<file path="src/rtl/vbuffer_pkg.sv">
// ---------------------------------------------------------------------------
// vbuffer_pkg
//   Shared definitions for the vbuffer write controller.
//   - VB_DATA_WIDTH : default vbuffer word width (18 bits x 3 x 4 = 216)
//   - VB_ADDR_WIDTH : default vbuffer address width (4096 words)
//   - wctl_state_t  : controller state (S_RUN arbitrates the requesters,
//                     S_CLEAR walks the whole vbuffer writing zeros)
//   - next_grant()  : rotated priority helper used by the arbiter
// ---------------------------------------------------------------------------
package vbuffer_pkg;

  localparam int VB_DATA_WIDTH = 216;
  localparam int VB_ADDR_WIDTH = 12;

  typedef enum logic {
    S_RUN   = 1'b0,
    S_CLEAR = 1'b1
  } wctl_state_t;

  // Two-way round-robin rule. last_grant is the index of the requester that
  // won the previous accepted transfer; under contention the other one wins.
  function automatic logic [1:0] next_grant(input logic [1:0] req,
                                            input logic       last_grant);
    logic [1:0] grant;
    grant = 2'b00;
    case (req)
      2'b01:   grant = 2'b01;
      2'b10:   grant = 2'b10;
      2'b11:   grant = last_grant ? 2'b01 : 2'b10;
      default: grant = 2'b00;
    endcase
    return grant;
  endfunction

endpackage : vbuffer_pkg

</file>
<file path="src/rtl/rr_arb2.sv">
// ---------------------------------------------------------------------------
// rr_arb2
//   Purely combinational two-way round-robin arbiter.
//   Ports:
//     req[1:0]    in  : request vector, bit i = requester i has a write pending
//     last_grant  in  : index of the requester granted on the last accepted
//                       transfer (1 after reset so requester 0 wins first)
//     grant[1:0]  out : one-hot (or zero) grant, only toward a requesting bit
//   The caller decides whether the grant is actually usable (state, clear,
//   reset); this block only expresses the fairness rule.
// ---------------------------------------------------------------------------
module rr_arb2
  import vbuffer_pkg::*;
(
  input  logic [1:0] req,
  input  logic       last_grant,
  output logic [1:0] grant
);

  // NOTE: every output of a combinational block gets a default before any
  // branch; a path that leaves it unassigned would infer a latch.
  always_comb begin
    grant = 2'b00;
    grant = next_grant(req, last_grant);
  end

endmodule : rr_arb2

</file>
<file path="src/rtl/vbuffer_wctl.sv">
// ---------------------------------------------------------------------------
// vbuffer_wctl
//   Write-port controller for the vbuffer RAM (the RAM itself lives in the
//   parent). Two requesters share the single write port through a
//   round-robin arbiter; a clear request zero-fills every address.
//
//   Parameters:
//     DATA_WIDTH : vbuffer word width
//     ADDR_WIDTH : vbuffer address width (2**ADDR_WIDTH words)
//
//   Ports:
//     clock                in  : single clock, also the vbuffer write_clock
//     reset                in  : asynchronous, active-high reset
//     req0_valid/req1_valid in : requester has a write pending
//     req0_addr/req1_addr  in  : requester write address
//     req0_data/req1_data  in  : requester write data
//     req0_ready/req1_ready out: combinational; write taken when valid&&ready
//     clear_req            in  : single-cycle pulse, zero-fill the vbuffer
//     clear_busy           out : registered, high while clear writes are on vb_*
//     clear_done           out : registered, one-cycle pulse after last clear write
//     vb_we/vb_addr/vb_data out: registered vbuffer write port
//
//   Timing: a transfer accepted in cycle N appears on vb_* in cycle N+1.
//   A clear_req in cycle N puts address 0 on vb_* in cycle N+1, then one
//   address per cycle up to all-ones; clear_done and the return to S_RUN
//   happen together in the cycle after the last clear write, so requesters
//   may already be accepted in the clear_done cycle.
// ---------------------------------------------------------------------------
module vbuffer_wctl
  import vbuffer_pkg::*;
#(
  parameter int DATA_WIDTH = VB_DATA_WIDTH,
  parameter int ADDR_WIDTH = VB_ADDR_WIDTH
) (
  input  logic                  clock,
  input  logic                  reset,

  input  logic                  req0_valid,
  input  logic [ADDR_WIDTH-1:0] req0_addr,
  input  logic [DATA_WIDTH-1:0] req0_data,
  output logic                  req0_ready,

  input  logic                  req1_valid,
  input  logic [ADDR_WIDTH-1:0] req1_addr,
  input  logic [DATA_WIDTH-1:0] req1_data,
  output logic                  req1_ready,

  input  logic                  clear_req,
  output logic                  clear_busy,
  output logic                  clear_done,

  output logic                  vb_we,
  output logic [ADDR_WIDTH-1:0] vb_addr,
  output logic [DATA_WIDTH-1:0] vb_data
);

  localparam logic [ADDR_WIDTH-1:0] LAST_ADDR = '1;
  localparam logic [ADDR_WIDTH-1:0] ADDR_ONE  = ADDR_WIDTH'(1);

  wctl_state_t           state;
  logic [ADDR_WIDTH-1:0] clear_count;  // address currently presented by the clear walk
  logic                  last_grant;   // requester index of the last accepted transfer
  logic [1:0]            grant;
  logic                  run_open;

  // -------------------------------------------------------------------------
  // Arbitration. The arbiter only sees the valids; the gating below keeps
  // ready low during reset, during a clear, and in the cycle a clear is
  // requested so clear always wins over a simultaneous write.
  // -------------------------------------------------------------------------
  rr_arb2 u_arb (
    .req        ({req1_valid, req0_valid}),
    .last_grant (last_grant),
    .grant      (grant)
  );

  assign run_open   = !reset && (state == S_RUN) && !clear_req;
  assign req0_ready = run_open && grant[0];
  assign req1_ready = run_open && grant[1];

  // -------------------------------------------------------------------------
  // Control FSM and registered write port.
  // -------------------------------------------------------------------------
  // NOTE: sequential state uses non-blocking assignments only, so every
  // register samples the pre-edge value of every other register.
  always_ff @(posedge clock or posedge reset) begin
    if (reset) begin
      state       <= S_RUN;
      clear_count <= '0;
      last_grant  <= 1'b1;
      clear_busy  <= 1'b0;
      clear_done  <= 1'b0;
      vb_we       <= 1'b0;
      vb_addr     <= '0;
      vb_data     <= '0;
    end else begin
      case (state)
        S_RUN: begin
          clear_done <= 1'b0;
          if (clear_req) begin
            // First clear write is issued straight away so the walk is
            // exactly 2**ADDR_WIDTH consecutive cycles of clear_busy.
            state       <= S_CLEAR;
            clear_busy  <= 1'b1;
            clear_count <= '0;
            vb_we       <= 1'b1;
            vb_addr     <= '0;
            vb_data     <= '0;
          end else if (req0_ready) begin
            vb_we      <= 1'b1;
            vb_addr    <= req0_addr;
            vb_data    <= req0_data;
            last_grant <= 1'b0;
          end else if (req1_ready) begin
            vb_we      <= 1'b1;
            vb_addr    <= req1_addr;
            vb_data    <= req1_data;
            last_grant <= 1'b1;
          end else begin
            // Idle: address/data keep their last values.
            vb_we <= 1'b0;
          end
        end

        S_CLEAR: begin
          // clear_req is deliberately not examined here: a request during
          // a clear neither restarts nor queues another one.
          if (clear_count == LAST_ADDR) begin
            clear_count <= '0;
            state       <= S_RUN;
            clear_busy  <= 1'b0;
            clear_done  <= 1'b1;
            vb_we       <= 1'b0;
          end else begin
            clear_count <= clear_count + ADDR_ONE;
            vb_we       <= 1'b1;
            vb_addr     <= clear_count + ADDR_ONE;
            vb_data     <= '0;
          end
        end

        default: begin
          state <= S_RUN;
          vb_we <= 1'b0;
        end
      endcase
    end
  end

endmodule : vbuffer_wctl

</file>
<file path="config.mk">
export PLATFORM = sky130hd
export DESIGN_NAME = vbuffer_wctl
export DESIGN_NICKNAME = d
export VERILOG_FILES = /design/src/rtl/vbuffer_pkg.sv /design/src/rtl/rr_arb2.sv /design/src/rtl/vbuffer_wctl.sv
export SDC_FILE = /design/constraint.sdc
export NUM_CORES = 1
export LEC_CHECK = 0
export ABC_CLOCK_PERIOD_IN_PS = 10200
export CORE_AREA = 4 4 270 272
export CTS_CLUSTER_DIAMETER = 50
export DETAILED_ROUTE_END_ITERATION = 7
export DIE_AREA = 0 0 274 276
export PLACE_DENSITY = 0.45
export SYNTH_ARGS = -nofsm -noshare
export SYNTH_HDL_FRONTEND = slang
export SYNTH_SLANG_ARGS = --single-unit
export TNS_END_PERCENT = 20
</file>
<file path="constraint.sdc">
create_clock -name clock -period 10.2 [get_ports clock]
set_input_delay 1.53 -clock clock [delete_from_list [all_inputs] [get_ports clock]]
set_output_delay 1.53 -clock clock [all_outputs]
set_load 0.05 [all_outputs]
</file>
==> results by group <==
Pwr
  • PwrDens: 137 nW/um2
  • Worst IR drop on VDD: 0.114 mV
  • Leak pwr: 9.58 nW
  • Post-layout power: 2.85 mW

Logic synthesis
  • Post-synth top area share: 52.7%
  • Sequential-to-total area share from yosys stat: 53.0%
  • Synth unique cells: 48
  • Area leader, netlist: dfrtp_1
  • Synth Cell Area: 11600 um2
  • Synthesized flop and latch total: 245
  • Mapped Nets: 1381
  • Top FF cell, synth: dfrtp_1
  • Asr flop ratio synth: 100%
  • Post-Syn Area per Cell: 12.6 um2
  • Yosys Warn Count: 0
  • Synth top area cells: dfrtp_1 53%, mux2i_1 19%, o2bb2ai_1 16%, clkbuf_1 1.2%, buf_6 1.1%
  • Post-Synthesis Cells: 919
  • EDFF count, synth: 0

STA
  • Final setup violation count: 0
  • Final min period: 5940 ps
  • Final Slew Violations: 0
  • Hold Fails Final Rpt: 0
  • RSZ-0062 raised after global routing: false
  • F_max: 168 MHz
  • Setup_tns: 0 ps
  • Rel. slew slack: 32.5%
  • Skew final: 12.6 ps
  • Slew @ Worst Pin: 1010 ps
  • Crit share post-route: 58.2%

Route
  • DR vias: 10400
  • Top sig layer: met4
  • DR WL/cell: 19.7 um
  • Initial drt markers: 359
  • Post-route DRC: 0
  • Detail Route met2 WL: 24.8 mm
  • Length of the first detailed-routing pass in iterations: 4
  • DRT antenna net count: 0
  • Post-Route M1 WL: 19.4 mm
  • Final wirelength: 50.4 mm
  • Met3 WL post-DR: 4.71 mm
  • Via density: 4.06

Setup path
  • Setup crit start: req0_valid
  • Worst setup EP type: primary output
  • Critical path cell sequence: clkdlybuf4s50_1 > nor2b_1 > nand3_4 > inv_1 > clkdlybuf4s50_1
  • Worst path depth: 5
  • R2R cell count: 6
  • CP most frequent cell: clkdlybuf4s50_1
  • Worst Setup EP: req0_ready
  • Critical path's slowest cell: clkdlybuf4s50_1
  • R2R Path Start: clear_count[0]
  • Max FO, Critical Path: 22
  • Crit path launch type: input port
  • R2R setup slack: 6340 ps
  • Critical Path RT: 8670 ps
  • Critical path buffers and inverters: 3
  • Crit Reg-Reg Endpoint: vb_data[124]
  • Crit path kind: input port to primary output
  • CP arrival: 4410 ps
  • Crit path largest cell delay: 850 ps
  • Crit path max-delay family: buffers and inverters

GRT
  • GR Overflow Total: 0
  • Pin count of the biggest net entering global routing: 135
  • Total track usage: 12.6%
  • Initial antenna violation count: 1
  • First-pass GRT wire length: 74.2 mm
  • Vias in the first global route: 11400

Place
  • Placed cells: 2488
  • Routability cong.: 0.804
  • # port buffers: 693
  • Hpwl dp: 37.7 mm

Final layout
  • Non-Filler Instances: 2559
  • Layout Nets: 2042
  • Layout cells sized above 1: 5.85%
  • Fillers: 7289
  • Area Growth Syn to Fin: 79.4%

Die
  • DIE AREA: 75600 um2
  • Die Height: 276 um
  • Core Box Area: 70800 um2
  • FP Rows: 98
  • DIE WIDTH: 274 um
  • I/O pin total: 694
  • Initial Util: 16.4%

Clock tree
  • Post-cts sizing count: 0
  • CTS root buf: clkbuf_16
  • Setup Buffers After CTS: 0
  • Max Root-Sink Buffers: 3
  • Clk_lat worst skew: 550 ps
  • Hold-fix buffers, CTS: 0
  • Clock transition at path regs: 50 ps
  • Inserted Clock Buffers: 40
  • H-tree Lvls: 2
  • Clock sinks: 245
  • CTS tree: yes

Run status
  • Outcome: finished, final reports clean

Min path
  • HP Class: register to register
  • WHS Path Cells: 1

Run
  • Max-cap violation count: 0
layer usage:
metal	up-vias	GRT usage, %
met4	0	4.25
met3	75	4.39
li1	4871	-
met2	466	22.3
met1	4984	14.1
met5	-	0
metrics by stage:
stage | util [%] | setup WS [ps] | hold slack [ps] | area [um2]
after global placement | 27.4 | 4400 | 470 | 19400
after CTS | 29.4 | 4270 | 488 | 20800
after detailed placement | 27.4 | 4300 | 473 | 19400
final | 29.4 | 4260 | 480 | 20800
after global routing | 29.4 | 4090 | 494 | 20800
after floorplan | - | 1940 | 498 | 11600
logic make-up (layout without fill, tap and decap cells):
| kind of cell | Yosys count | count (layout) | share of synthesized area (%) |
|---|---|---|---|
| adders and majority gates | 1 | 1 | 0.108 |
| other | 0 | 1 | 0 |
| xor gates and xnor gates | 3 | 3 | 0.227 |
| buffers and inverters | 92 | 781 | 4.02 |
| AOI/OAI and AO/OA | 285 | 285 | 20.3 |
| DFF | 245 | 245 | 53.0 |
| muxes | 220 | 220 | 19.1 |
| and+or+nand+nor | 73 | 73 | 3.36 |
how the worst min path moves through the flow:
stage	endpoint	start	slack, ps
after floorplan	clear_count[9]	clear_count[9]	500
after global placement	vb_data[75]	vb_data[75]	470
after detailed placement	vb_data[171]	vb_data[171]	470
after CTS	vb_data[22]	vb_data[22]	490
after global routing	vb_data[31]	vb_data[31]	490
final	vb_data[118]	vb_data[118]	480
final cells by class:
cell class                 count  area (um2)  share of cell area, %
antenna                        1        2.50                 0.0120
clock buffer                  53        1160                   5.58
clock inverter                17         208                   1.00
inverter                       6        30.0                  0.145
multi-input combinational    582        5010                   24.1
sequential                   245        6130                   29.5
tap                          950        1190                   5.72
timing repair buffer         705        7040                   33.9
registers in the layout, summed over array words and instances (netlist names):
| name | cells |
|---|---|
| clear_busy | 1 |
| vb_data | 216 |
| clear_count | 12 |
| vb_addr | 12 |
| clear_done | 1 |
| vb_we | 1 |
| last_grant | 1 |
| state | 1 |
synthesized netlist by cell type, types with 2 or more instances:
| cell | n |
|---|---|
| a31oi_1 | 12 |
| and2_1 | 3 |
| buf_4 | 4 |
| buf_6 | 11 |
| and4_1 | 3 |
| xnor2_1 | 2 |
| mux2i_1 | 217 |
| a21oi_1 | 19 |
| o31ai_1 | 4 |
| inv_1 | 5 |
| nand2b_1 | 9 |
| nor3_1 | 2 |
| nor2_1 | 7 |
| a21o_1 | 9 |
| and3_1 | 4 |
| buf_2 | 17 |
| nor2b_1 | 2 |
| nand3_1 | 11 |
| a41oi_2 | 2 |
| mux2_2 | 3 |
| nand4_1 | 7 |
| buf_1 | 16 |
| dfrtp_1 | 244 |
| o21ai_0 | 12 |
| o2bb2ai_1 | 216 |
| nand2_1 | 19 |
| clkbuf_1 | 37 |
| o31a_1 | 2 |
cell usage in the layout, fill, tap and decap left out, types with 9 or more instances in the layout:
| cell type | Yosys | final |
|---|---|---|
| buf_4 | 4 | 11 |
| nand2b_1 | 9 | 9 |
| nand2_1 | 19 | 18 |
| a21o_1 | 9 | 9 |
| clkbuf_16 | 0 | 40 |
| clkdlybuf4s50_1 | 0 | 693 |
| a21oi_1 | 19 | 19 |
| o2bb2ai_1 | 216 | 216 |
| mux2i_1 | 217 | 217 |
| dfrtp_1 | 244 | 244 |
| o21ai_0 | 12 | 11 |
| a31oi_1 | 12 | 12 |
| clkbuf_8 | 0 | 11 |
| nand3_1 | 11 | 10 |
where the power goes:
group          total [mW]  switching [mW]  internal, mW
Clock                1.38           0.499         0.877
Combinational       0.428           0.184         0.244
Sequential           1.04          0.0365          1.01
Total                2.85           0.720          2.13
(Power assumes the default switching activity.)
